$ cat src/rtl/dmme_pkg.sv
// Shared types for the dmme systolic array: PE mode encodings, the column
// drain state machine states and the partial-sum word width.
package dmme_pkg;

    localparam int DATA_W = 32;

    typedef enum logic [1:0] {
        MODE_DENDEN = 2'b00,
        MODE_SPADEN = 2'b01,
        MODE_PASS   = 2'b11
    } pe_mode_t;

    typedef enum logic [1:0] {
        IDLE  = 2'b00,
        DRAIN = 2'b01,
        DONE  = 2'b10
    } drain_state_t;

endpackage

$ cat src/rtl/dmme_sync_fifo.sv
// Single-clock show-ahead FIFO with full/empty flags derived from an
// occupancy counter; DEPTH must be a power of two so pointers wrap naturally.
module dmme_sync_fifo #(
    parameter int W     = 8,
    parameter int DEPTH = 8
) (
    input  logic         clock,
    input  logic         reset_n,
    input  logic         push,
    input  logic [W-1:0] wdata,
    input  logic         pop,
    output logic [W-1:0] rdata,
    output logic         full,
    output logic         empty
);

    localparam int AW = $clog2(DEPTH);
    localparam int CW = AW + 1;

    logic [W-1:0]  mem_r [DEPTH];
    logic [AW-1:0] wr_ptr_r;
    logic [AW-1:0] rd_ptr_r;
    logic [CW-1:0] count_r;
    logic          do_push_s;
    logic          do_pop_s;

    assign full      = (count_r == CW'(DEPTH));
    assign empty     = (count_r == {CW{1'b0}});
    assign do_push_s = push && !full;
    assign do_pop_s  = pop && !empty;
    assign rdata     = mem_r[rd_ptr_r];

    // Storage array; cleared on reset so the show-ahead output reads zero.
    always_ff @(posedge clock or negedge reset_n) begin
        if (!reset_n) begin
            for (int i = 0; i < DEPTH; i++) begin
                mem_r[i] <= {W{1'b0}};
            end
        end else if (do_push_s) begin
            mem_r[wr_ptr_r] <= wdata;
        end else begin
            mem_r[wr_ptr_r] <= mem_r[wr_ptr_r];
        end
    end

    // Pointer and occupancy bookkeeping.
    always_ff @(posedge clock or negedge reset_n) begin
        if (!reset_n) begin
            wr_ptr_r <= {AW{1'b0}};
            rd_ptr_r <= {AW{1'b0}};
            count_r  <= {CW{1'b0}};
        end else begin
            if (do_push_s) begin
                wr_ptr_r <= wr_ptr_r + AW'(1);
            end
            if (do_pop_s) begin
                rd_ptr_r <= rd_ptr_r + AW'(1);
            end
            case ({do_push_s, do_pop_s})
                2'b10:   count_r <= count_r + CW'(1);
                2'b01:   count_r <= count_r - CW'(1);
                default: count_r <= count_r;
            endcase
        end
    end

endmodule

$ cat src/rtl/pe_col_drain.sv
// Drains one systolic-array column: shifts the PE partial sums out through the
// bottom PE, tags each with its row and a last flag, and streams them out.
module pe_col_drain #(
    parameter int ROWS   = 4,
    parameter int DATA_W = dmme_pkg::DATA_W,
    parameter int DEPTH  = 8
) (
    input  logic                     clock,
    input  logic                     reset_n,
    input  logic                     start,
    input  logic [DATA_W-1:0]        col_cin,
    output logic                     col_en,
    output logic [1:0]               col_mode,
    output logic [DATA_W-1:0]        res_data,
    output logic [$clog2(ROWS)-1:0]  res_row,
    output logic                     res_last,
    output logic                     res_valid,
    input  logic                     res_ready,
    output logic                     busy,
    output logic                     done
);

    import dmme_pkg::*;

    localparam int ROW_W = $clog2(ROWS);
    localparam int FW    = DATA_W + ROW_W + 1;

    drain_state_t      state_r;
    pe_mode_t          mode_r;
    logic [ROW_W-1:0]  row_cnt_r;
    logic              busy_r;
    logic              done_r;
    logic              fifo_full_s;
    logic              fifo_empty_s;
    logic              last_s;
    logic              col_en_s;
    logic              pop_s;
    logic [FW-1:0]     push_word_s;
    logic [FW-1:0]     head_word_s;

    // The FIFO count is the only throttle: a full FIFO freezes the column even
    // if a pop frees a slot on the same edge.
    assign col_en_s    = (state_r == DRAIN) && !fifo_full_s;
    assign last_s      = (row_cnt_r == ROW_W'(ROWS - 1));
    assign push_word_s = {col_cin, row_cnt_r, last_s};
    assign pop_s       = !fifo_empty_s && res_ready;

    assign col_en    = col_en_s;
    assign col_mode  = mode_r;
    assign busy      = busy_r;
    assign done      = done_r;
    assign res_valid = !fifo_empty_s;
    assign {res_data, res_row, res_last} = head_word_s;

    // Drain sequencer with registered mode/busy/done decodes.
    always_ff @(posedge clock or negedge reset_n) begin
        if (!reset_n) begin
            state_r   <= IDLE;
            row_cnt_r <= {ROW_W{1'b0}};
            mode_r    <= MODE_DENDEN;
            busy_r    <= 1'b0;
            done_r    <= 1'b0;
        end else begin
            case (state_r)
                IDLE: begin
                    done_r <= 1'b0;
                    if (start) begin
                        state_r   <= DRAIN;
                        row_cnt_r <= {ROW_W{1'b0}};
                        mode_r    <= MODE_PASS;
                        busy_r    <= 1'b1;
                    end else begin
                        mode_r <= MODE_DENDEN;
                        busy_r <= 1'b0;
                    end
                end
                DRAIN: begin
                    if (col_en_s) begin
                        if (last_s) begin
                            state_r   <= DONE;
                            row_cnt_r <= {ROW_W{1'b0}};
                            mode_r    <= MODE_DENDEN;
                            done_r    <= 1'b1;
                        end else begin
                            row_cnt_r <= row_cnt_r + ROW_W'(1);
                        end
                    end else begin
                        row_cnt_r <= row_cnt_r;
                    end
                end
                DONE: begin
                    state_r <= IDLE;
                    mode_r  <= MODE_DENDEN;
                    busy_r  <= 1'b0;
                    done_r  <= 1'b0;
                end
                default: begin
                    state_r   <= IDLE;
                    row_cnt_r <= {ROW_W{1'b0}};
                    mode_r    <= MODE_DENDEN;
                    busy_r    <= 1'b0;
                    done_r    <= 1'b0;
                end
            endcase
        end
    end

    dmme_sync_fifo #(
        .W     (FW),
        .DEPTH (DEPTH)
    ) u_fifo (
        .clock   (clock),
        .reset_n (reset_n),
        .push    (col_en_s),
        .wdata   (push_word_s),
        .pop     (pop_s),
        .rdata   (head_word_s),
        .full    (fifo_full_s),
        .empty   (fifo_empty_s)
    );

endmodule

$ cat config.mk
export PLATFORM = sky130hd
export DESIGN_NAME = pe_col_drain
export DESIGN_NICKNAME = d
export VERILOG_FILES = /design/src/rtl/dmme_pkg.sv /design/src/rtl/dmme_sync_fifo.sv /design/src/rtl/pe_col_drain.sv
export SDC_FILE = /design/constraint.sdc
export NUM_CORES = 1
export LEC_CHECK = 0
export ABC_CLOCK_PERIOD_IN_PS = 6100
export CORE_ASPECT_RATIO = 1.2
export CORE_MARGIN = 2
export CORE_UTILIZATION = 60
export CTS_CLUSTER_DIAMETER = 30
export DETAILED_ROUTE_END_ITERATION = 12
export GPL_TIMING_DRIVEN = 1
export HOLD_SLACK_MARGIN = 0.02
export PLACE_DENSITY = 0.79
export SLEW_MARGIN = 30
export SYNTH_ARGS = -nofsm -noshare
export SYNTH_HDL_FRONTEND = slang
export SYNTH_SLANG_ARGS = --single-unit
$ cat constraint.sdc
create_clock -name clock -period 6.1 [get_ports clock]
set_clock_uncertainty 0.15 [all_clocks]
set_input_delay 1.525 -clock clock [delete_from_list [all_inputs] [get_ports clock]]
set_output_delay 1.525 -clock clock [all_outputs]
set_load 0.01 [all_outputs]
==> flow_metrics.py, run 1 <==
metrics = {
    "clock_network": {
        "postCtsSetupRepairBufs": 0,
        "cts-hold-fix-buffers": 0,
        "clock_sinks": 297,
        "path_clk_slew_ns": 0.05,
        "numCtsBuffers": 56,
        "ctsResizeCount": 0,
        "clkLatencyLatePin_ns": 0.58,
        "cts_root_buffer": "clkbuf_16",
        "htree_levels": 2,
        "cts_tree": "built",
        "max-clock-path-buffers": 3,
    },
    "cells_and_area": {
        "fin_area_um2": 19000,
        "regArea_um2": 7450,
        "final_common_cell": "dfrtp_1",
        "finalNonFillerCells": 1930,
        "nFillCells": 1748,
        "syn2layout_area_growth_pct": 17.5,
        "drive_above_1_share": 0.198,
        "antenna_cells": 0,
        "finalNetCount": 1592,
        "multiInputGateArea_um2": 8130,
        "final_cell_mix": "dfrtp_1, nand2_1, o21ai_0",
    },
    "die": {
        "fp-row-count": 65,
        "dieArea_um2": 28300,
        "die_w_um": 154,
        "ios": 77,
        "die_height_um": 184,
        "core_um2": 26400,
        "initial_utilization": 0.612,
    },
    "synthesis": {
        "synth.avg_cell_area_um2": 10.6,
        "synth_area_um2": 16200,
        "yosysSeqAreaShare": 0.459,
        "synth-edff-count": 0,
        "async_flop_share": 1.00,
        "yosys_warnings": 0,
        "synth_ff_type": "dfrtp_1",
        "syn_nets": 1569,
        "synthDistinctLibCells": 60,
        "synthCells": 1528,
        "synth-seq-cells": 297,
    },
    "sta": {
        "period_share": 0.791,
        "rsz0062_at_grt": "false",
        "max_slew.worst_pin.slew_ns": 1.00,
        "min_period_ns": 4.83,
        "hold_viol_final": 0,
        "max_freq_mhz": 207,
        "slew_violations": 0,
        "setup_viol": 0,
        "finalSetupTns_ns": 0,
        "slew_headroom": 0.332,
    },
    "critical_path": {
        "timing.rr.end": "u_fifo.mem_r[278]",
        "reg2reg_slack_ns": 2.40,
        "crit_path_start_kind": "register",
        "crit_start": "u_fifo.rd_ptr_r[0]",
        "reg2reg_from": "u_fifo.wr_ptr_r[2]",
        "crit_end": "res_data[16]",
        "required_ns": 4.43,
        "critPathArrivalTime_ns": 3.15,
        "ff2ff_path_depth": 5,
        "path_class": "register to output pin",
        "end_kind": "output pin",
        "worstPathMaxFanout": 52,
    },
    "detailed_routing": {
        "routed_wl_um": 45400,
        "vias_per_cell": 6.70,
        "ant_nets": 0,
        "first_pass_iters": 6,
        "drtIter0Drc": 1320,
        "post_drt_wl_per_cell_um": 23.5,
        "route.detailed.drc": 0,
        "dr_total_vias": 12900,
    },
    "power": {
        "leakagePower_nw": 8.11,
        "vdd_drop_max_uv": 415,
        "power_density_nw_per_um2": 729,
    },
    "grt": {
        "overflow": 0,
        "antenna_found_initial": 0,
        "track_usage": 0.328,
        "grt_pass1_wl_um": 72400,
        "grt_pass1_vias": 13500,
        "grt_max_degree": 117,
    },
    "place": {
        "gp_congestion": 0.862,
        "placement.io_buffers": 76,
        "place_area_um2": 17000,
        "placed_cells": 1826,
        "dpl.hpwl_um": 25700,
    },
    "outcome": {
        "status": "complete, no violations",
    },
    "flow_run": {
        "drv_cap": 0,
    },
    "min_path": {
        "hp-class": "register to register",
    },
}
per-stage QoR:
stage / hold slack [ns] / worst slack (ns) / utilization / power, mW
CTS: 0.350 / 1.26 / 0.718 / 13.8
global placement: 0.313 / 1.89 / 0.644 / 10.2
global route: 0.375 / 1.15 / 0.720 / 14.7
floorplan: 0.308 / 2.72 / - / 8.39
finish: 0.349 / 1.27 / 0.720 / 13.9
detailed placement: 0.338 / 1.85 / 0.645 / 10.5
cell usage after synthesis, drive strengths merged, types with 5 or more instances:
library cell / n / area [um^2]
dfrtp: 297 / 7430
nand2: 290 / 1090
o21ai: 287 / 1440
mux4: 99 / 2230
clkbuf: 89 / 334
mux2i: 60 / 601
a21oi: 49 / 245
buf: 49 / 270
mux2: 46 / 518
nand2b: 23 / 144
or4: 22 / 165
nand3b: 21 / 158
nor2: 21 / 78.8
o22ai: 17 / 106
or3: 15 / 93.8
nand3: 12 / 60.1
inv: 11 / 41.3
nor3: 10 / 50.1
or3b: 9 / 78.8
o41ai: 8 / 201
a31o: 7 / 61.3
and3b: 7 / 61.3
o31ai: 7 / 96.3
and2: 6 / 37.5
nor2b: 6 / 37.5
ha: 5 / 62.6
o2bb2ai: 5 / 43.8
xnor2: 5 / 43.8
state kept, by name, summed over array words and instances (netlist names):
register and count:
u_fifo.mem_r 280, u_fifo.count_r 4, u_fifo.rd_ptr_r 3, u_fifo.wr_ptr_r 3, row_cnt_r 2, state_r 2, busy 1, col_mode 1
done 1
power by group:
group | internal, mW | total (mW) | switching, mW
combinational | 3.11 | 6.59 | 3.47
clock | 2.10 | 3.17 | 1.08
sequential | 2.99 | 4.12 | 1.13
routing by layer:
layer  routed length [um]  part of all wire  track usage
met4                 2020             0.044        0.174
met5                    0                 0            0
met2                22400              0.49        0.537
met1                17300              0.38        0.421
met3                 3710             0.082       0.0585
cell families (layout without fill, tap and decap cells):
group,count (synthesis),count (layout),share of synthesized area
adders and majority gates,5,5,0.00386
and+or+nand+nor,458,458,0.135
muxes,205,205,0.207
AOI/OAI and AO/OA,406,406,0.151
xor gates and xnor gates,7,7,0.00379
buffers and inverters,150,217,0.0401
DFF,297,297,0.459
critical path, stage by stage (launching register included):
cell	delay [ns]
dfrtp_4	0.72
buf_12	0.42
mux4_2	0.57
mux2_2	0.31
clkdlybuf4s50_1	0.49
worst min-delay path by stage:
stage	startpoint	to	cells after the start
finish	u_fifo.mem_r[23]	u_fifo.mem_r[23]	2
global route	u_fifo.mem_r[239]	u_fifo.mem_r[239]	2
CTS	u_fifo.mem_r[199]	u_fifo.mem_r[199]	2
detailed placement	u_fifo.mem_r[35]	u_fifo.mem_r[35]	2
global placement	done	done	1
floorplan	u_fifo.mem_r[12]	u_fifo.mem_r[12]	2
final cells by class:
type,count,area share
sequential,297,0.392
clock inverter,32,0.0211
clock buffer,70,0.0812
timing repair buffer,103,0.0543
inverter,12,0.00237
tap,335,0.0220
multi-input combinational,1081,0.427
Note: power is estimated with default switching activity, not from simulation.
==> run 2, diff against run 1 <==
--- a/config.mk
+++ b/config.mk
@@ -5,15 +5,15 @@
 export SDC_FILE = /design/constraint.sdc
 export NUM_CORES = 1
 export LEC_CHECK = 0
-export ABC_CLOCK_PERIOD_IN_PS = 6100
+export ABC_CLOCK_PERIOD_IN_PS = 3900
 export CORE_ASPECT_RATIO = 1.2
 export CORE_MARGIN = 2
-export CORE_UTILIZATION = 60
+export CORE_UTILIZATION = 55
 export CTS_CLUSTER_DIAMETER = 30
 export DETAILED_ROUTE_END_ITERATION = 12
 export GPL_TIMING_DRIVEN = 1
 export HOLD_SLACK_MARGIN = 0.02
-export PLACE_DENSITY = 0.79
+export PLACE_DENSITY = 0.77
 export SLEW_MARGIN = 30
 export SYNTH_ARGS = -nofsm -noshare
 export SYNTH_HDL_FRONTEND = slang
==> constraint.sdc (replaced) <==
create_clock -name clock -period 3.9 [get_ports clock]
set_clock_uncertainty 0.15 [all_clocks]
set_input_delay 0.975 -clock clock [delete_from_list [all_inputs] [get_ports clock]]
set_output_delay 0.975 -clock clock [all_outputs]
set_load 0.01 [all_outputs]
==> run 2 against run 1 <==
Against the previous run: first-iteration DRC count increased by 5.0%; critical path depth unchanged; clock-buffer cell count decreased by 8; final cell count increased by 3.2%; combinational power increased by 61%; utilization decreased by 5.9 points; non-clock buffer count increased by 20.
==> flow_metrics.py, run 2 (synthesized netlist as in run 1, its figures left out) <==
metrics = {
    "outcome": {
        "status": "complete, no violations",
    },
    "cells_and_area": {
        "antenna_cells": 0,
        "largestRegisters": "u_fifo.mem_r: 280 flops, u_fifo.count_r: 4 flops",
        "regMostFlops": "u_fifo.mem_r",
        "finalNonFillerCells": 1991,
        "largest_reg_flops": 280,
        "syn2layout_area_growth_pct": 17.8,
        "finalNetCount": 1606,
        "fin_area_um2": 19100,
        "final_cell_mix": "dfrtp_1, nand2_1, o21ai_0",
        "fin_util": 0.661,
        "nFillCells": 2069,
        "drive_above_1_share": 0.204,
        "multiInputGateArea_um2": 8130,
        "final_common_cell": "dfrtp_1",
        "regArea_um2": 7450,
    },
    "detailed_routing": {
        "drtIter0Drc": 1386,
        "first_pass_iters": 6,
        "ant_nets": 0,
        "vias_per_cell": 6.58,
        "dr_total_vias": 13100,
        "route.detailed.drc": 0,
        "routed_wl_um": 46900,
        "post_drt_wl_per_cell_um": 23.5,
    },
    "power": {
        "leakagePower_nw": 8.12,
        "vdd_drop_max_uv": 521,
        "power_mw": 21.5,
        "power_density_nw_per_um2": 1130,
    },
    "clock_network": {
        "numCtsBuffers": 50,
        "cts_root_buffer": "clkbuf_16",
        "clock_sinks": 297,
        "cts_tree": "built",
        "max-clock-path-buffers": 3,
        "cts-hold-fix-buffers": 0,
        "clkLatencyLatePin_ns": 0.56,
        "htree_levels": 2,
        "path_clk_slew_ns": 0.06,
    },
    "die": {
        "initial_utilization": 0.561,
        "core_um2": 28800,
        "dieArea_um2": 30800,
        "ios": 77,
        "die_height_um": 192,
        "die_w_um": 161,
        "fp-row-count": 68,
    },
    "critical_path": {
        "required_ns": 2.77,
        "end_kind": "output pin",
        "crit_path_start_kind": "register",
        "reg2reg_from": "u_fifo.wr_ptr_r[0]",
        "ff2ff_path_depth": 5,
        "reg2reg_slack_ns": 0.78,
        "path_class": "register to output pin",
        "worstPathMaxFanout": 21,
        "critPathArrivalTime_ns": 2.71,
        "timing.rr.end": "u_fifo.mem_r[111]",
    },
    "sta": {
        "slew_headroom": 0.310,
        "slew_violations": 0,
        "setup_viol": 0,
        "min_period_ns": 3.84,
        "max_slew.worst_pin.slew_ns": 1.03,
        "hold_viol_final": 0,
        "period_share": 0.984,
        "rsz0062_at_grt": "false",
        "max_freq_mhz": 261,
        "finalSetupTns_ns": 0,
    },
    "grt": {
        "grt_pass1_vias": 13800,
        "track_usage": 0.312,
        "grt_pass1_wl_um": 75100,
        "grt_max_degree": 78,
        "antenna_found_initial": 0,
        "overflow": 0,
    },
    "place": {
        "placed_cells": 1896,
        "gp_congestion": 0.876,
        "dpl.hpwl_um": 27800,
        "place_area_um2": 17300,
        "placement.io_buffers": 76,
    },
    "flow_run": {
        "drv_cap": 0,
    },
    "min_path": {
        "hp-class": "input pin to async pin",
    },
}
run 2: cell count changes in the layout (fill, tap and decap cells not counted), sizes merged:
| cell | change |
|---|---|
| clkinvlp | +4 |
| buf | +20 |
| clkinv | +2 |
| dlymetal6s2s | +1 |
| inv | -5 |
| bufinv | -2 |
| clkbuf | -8 |
| clkdlybuf4s50 | -1 |
run 2: metrics by stage:
step | setup WS, ns | hold WS [ns]
6_report | 0.0619 | 0.240
3_5_place_dp | 0.450 | 0.324
2_1_floorplan | 0.868 | 0.308
3_3_place_gp | 0.512 | 0.322
5_1_grt | 0.00875 | 0.290
4_1_cts | 0.0275 | 0.265
run 2: final cells by class:
class / count / share of cell area
clock buffers: 62 / 0.0727
clock inverters: 31 / 0.0178
inverters: 12 / 0.00236
multi-input cells: 1081 / 0.426
flip-flops and latches: 297 / 0.391
well taps: 385 / 0.0253
repair buffers: 123 / 0.0651
run 2: worst max-delay path by stage:
stage	start	to	slack, ns	cells past startpoint
6_report	u_fifo.rd_ptr_r[0]	res_data[12]	0.06	4
5_1_grt	u_fifo.rd_ptr_r[0]	res_data[31]	0.009	4
4_1_cts	u_fifo.rd_ptr_r[0]	res_data[19]	0.03	4
3_5_place_dp	res_ready	u_fifo.count_r[2]	0.45	9
3_3_place_gp	res_ready	u_fifo.count_r[2]	0.51	9
2_1_floorplan	u_fifo.count_r[1]	u_fifo.count_r[2]	0.87	12
run 2: what timing repair did:
item,4_1_cts,5_1_grt
resized for setup,0,2
setup buffers,2,0
setup endpoints to repair,13,1
run 2: per-layer routing:
layer / part of all wire / track usage / vias up
met5: 0 / 0 / -
met2: 0.50 / 0.524 / 711
li1: - / - / 5644
met4: 0.036 / 0.140 / 0
met3: 0.080 / 0.0542 / 155
met1: 0.38 / 0.400 / 6581
run 2: power breakdown:
part           switching [mW]  internal [mW]
sequential               1.74           4.68
clock                    1.61           2.87
combinational            5.60           5.04
run 2: worst max-delay path, stage by stage (launching register included):
cell and delay, ns:
dfrtp_4 0.55, buf_12 0.25, mux4_2 0.53, mux2_2 0.32
clkdlybuf4s50_1 0.49
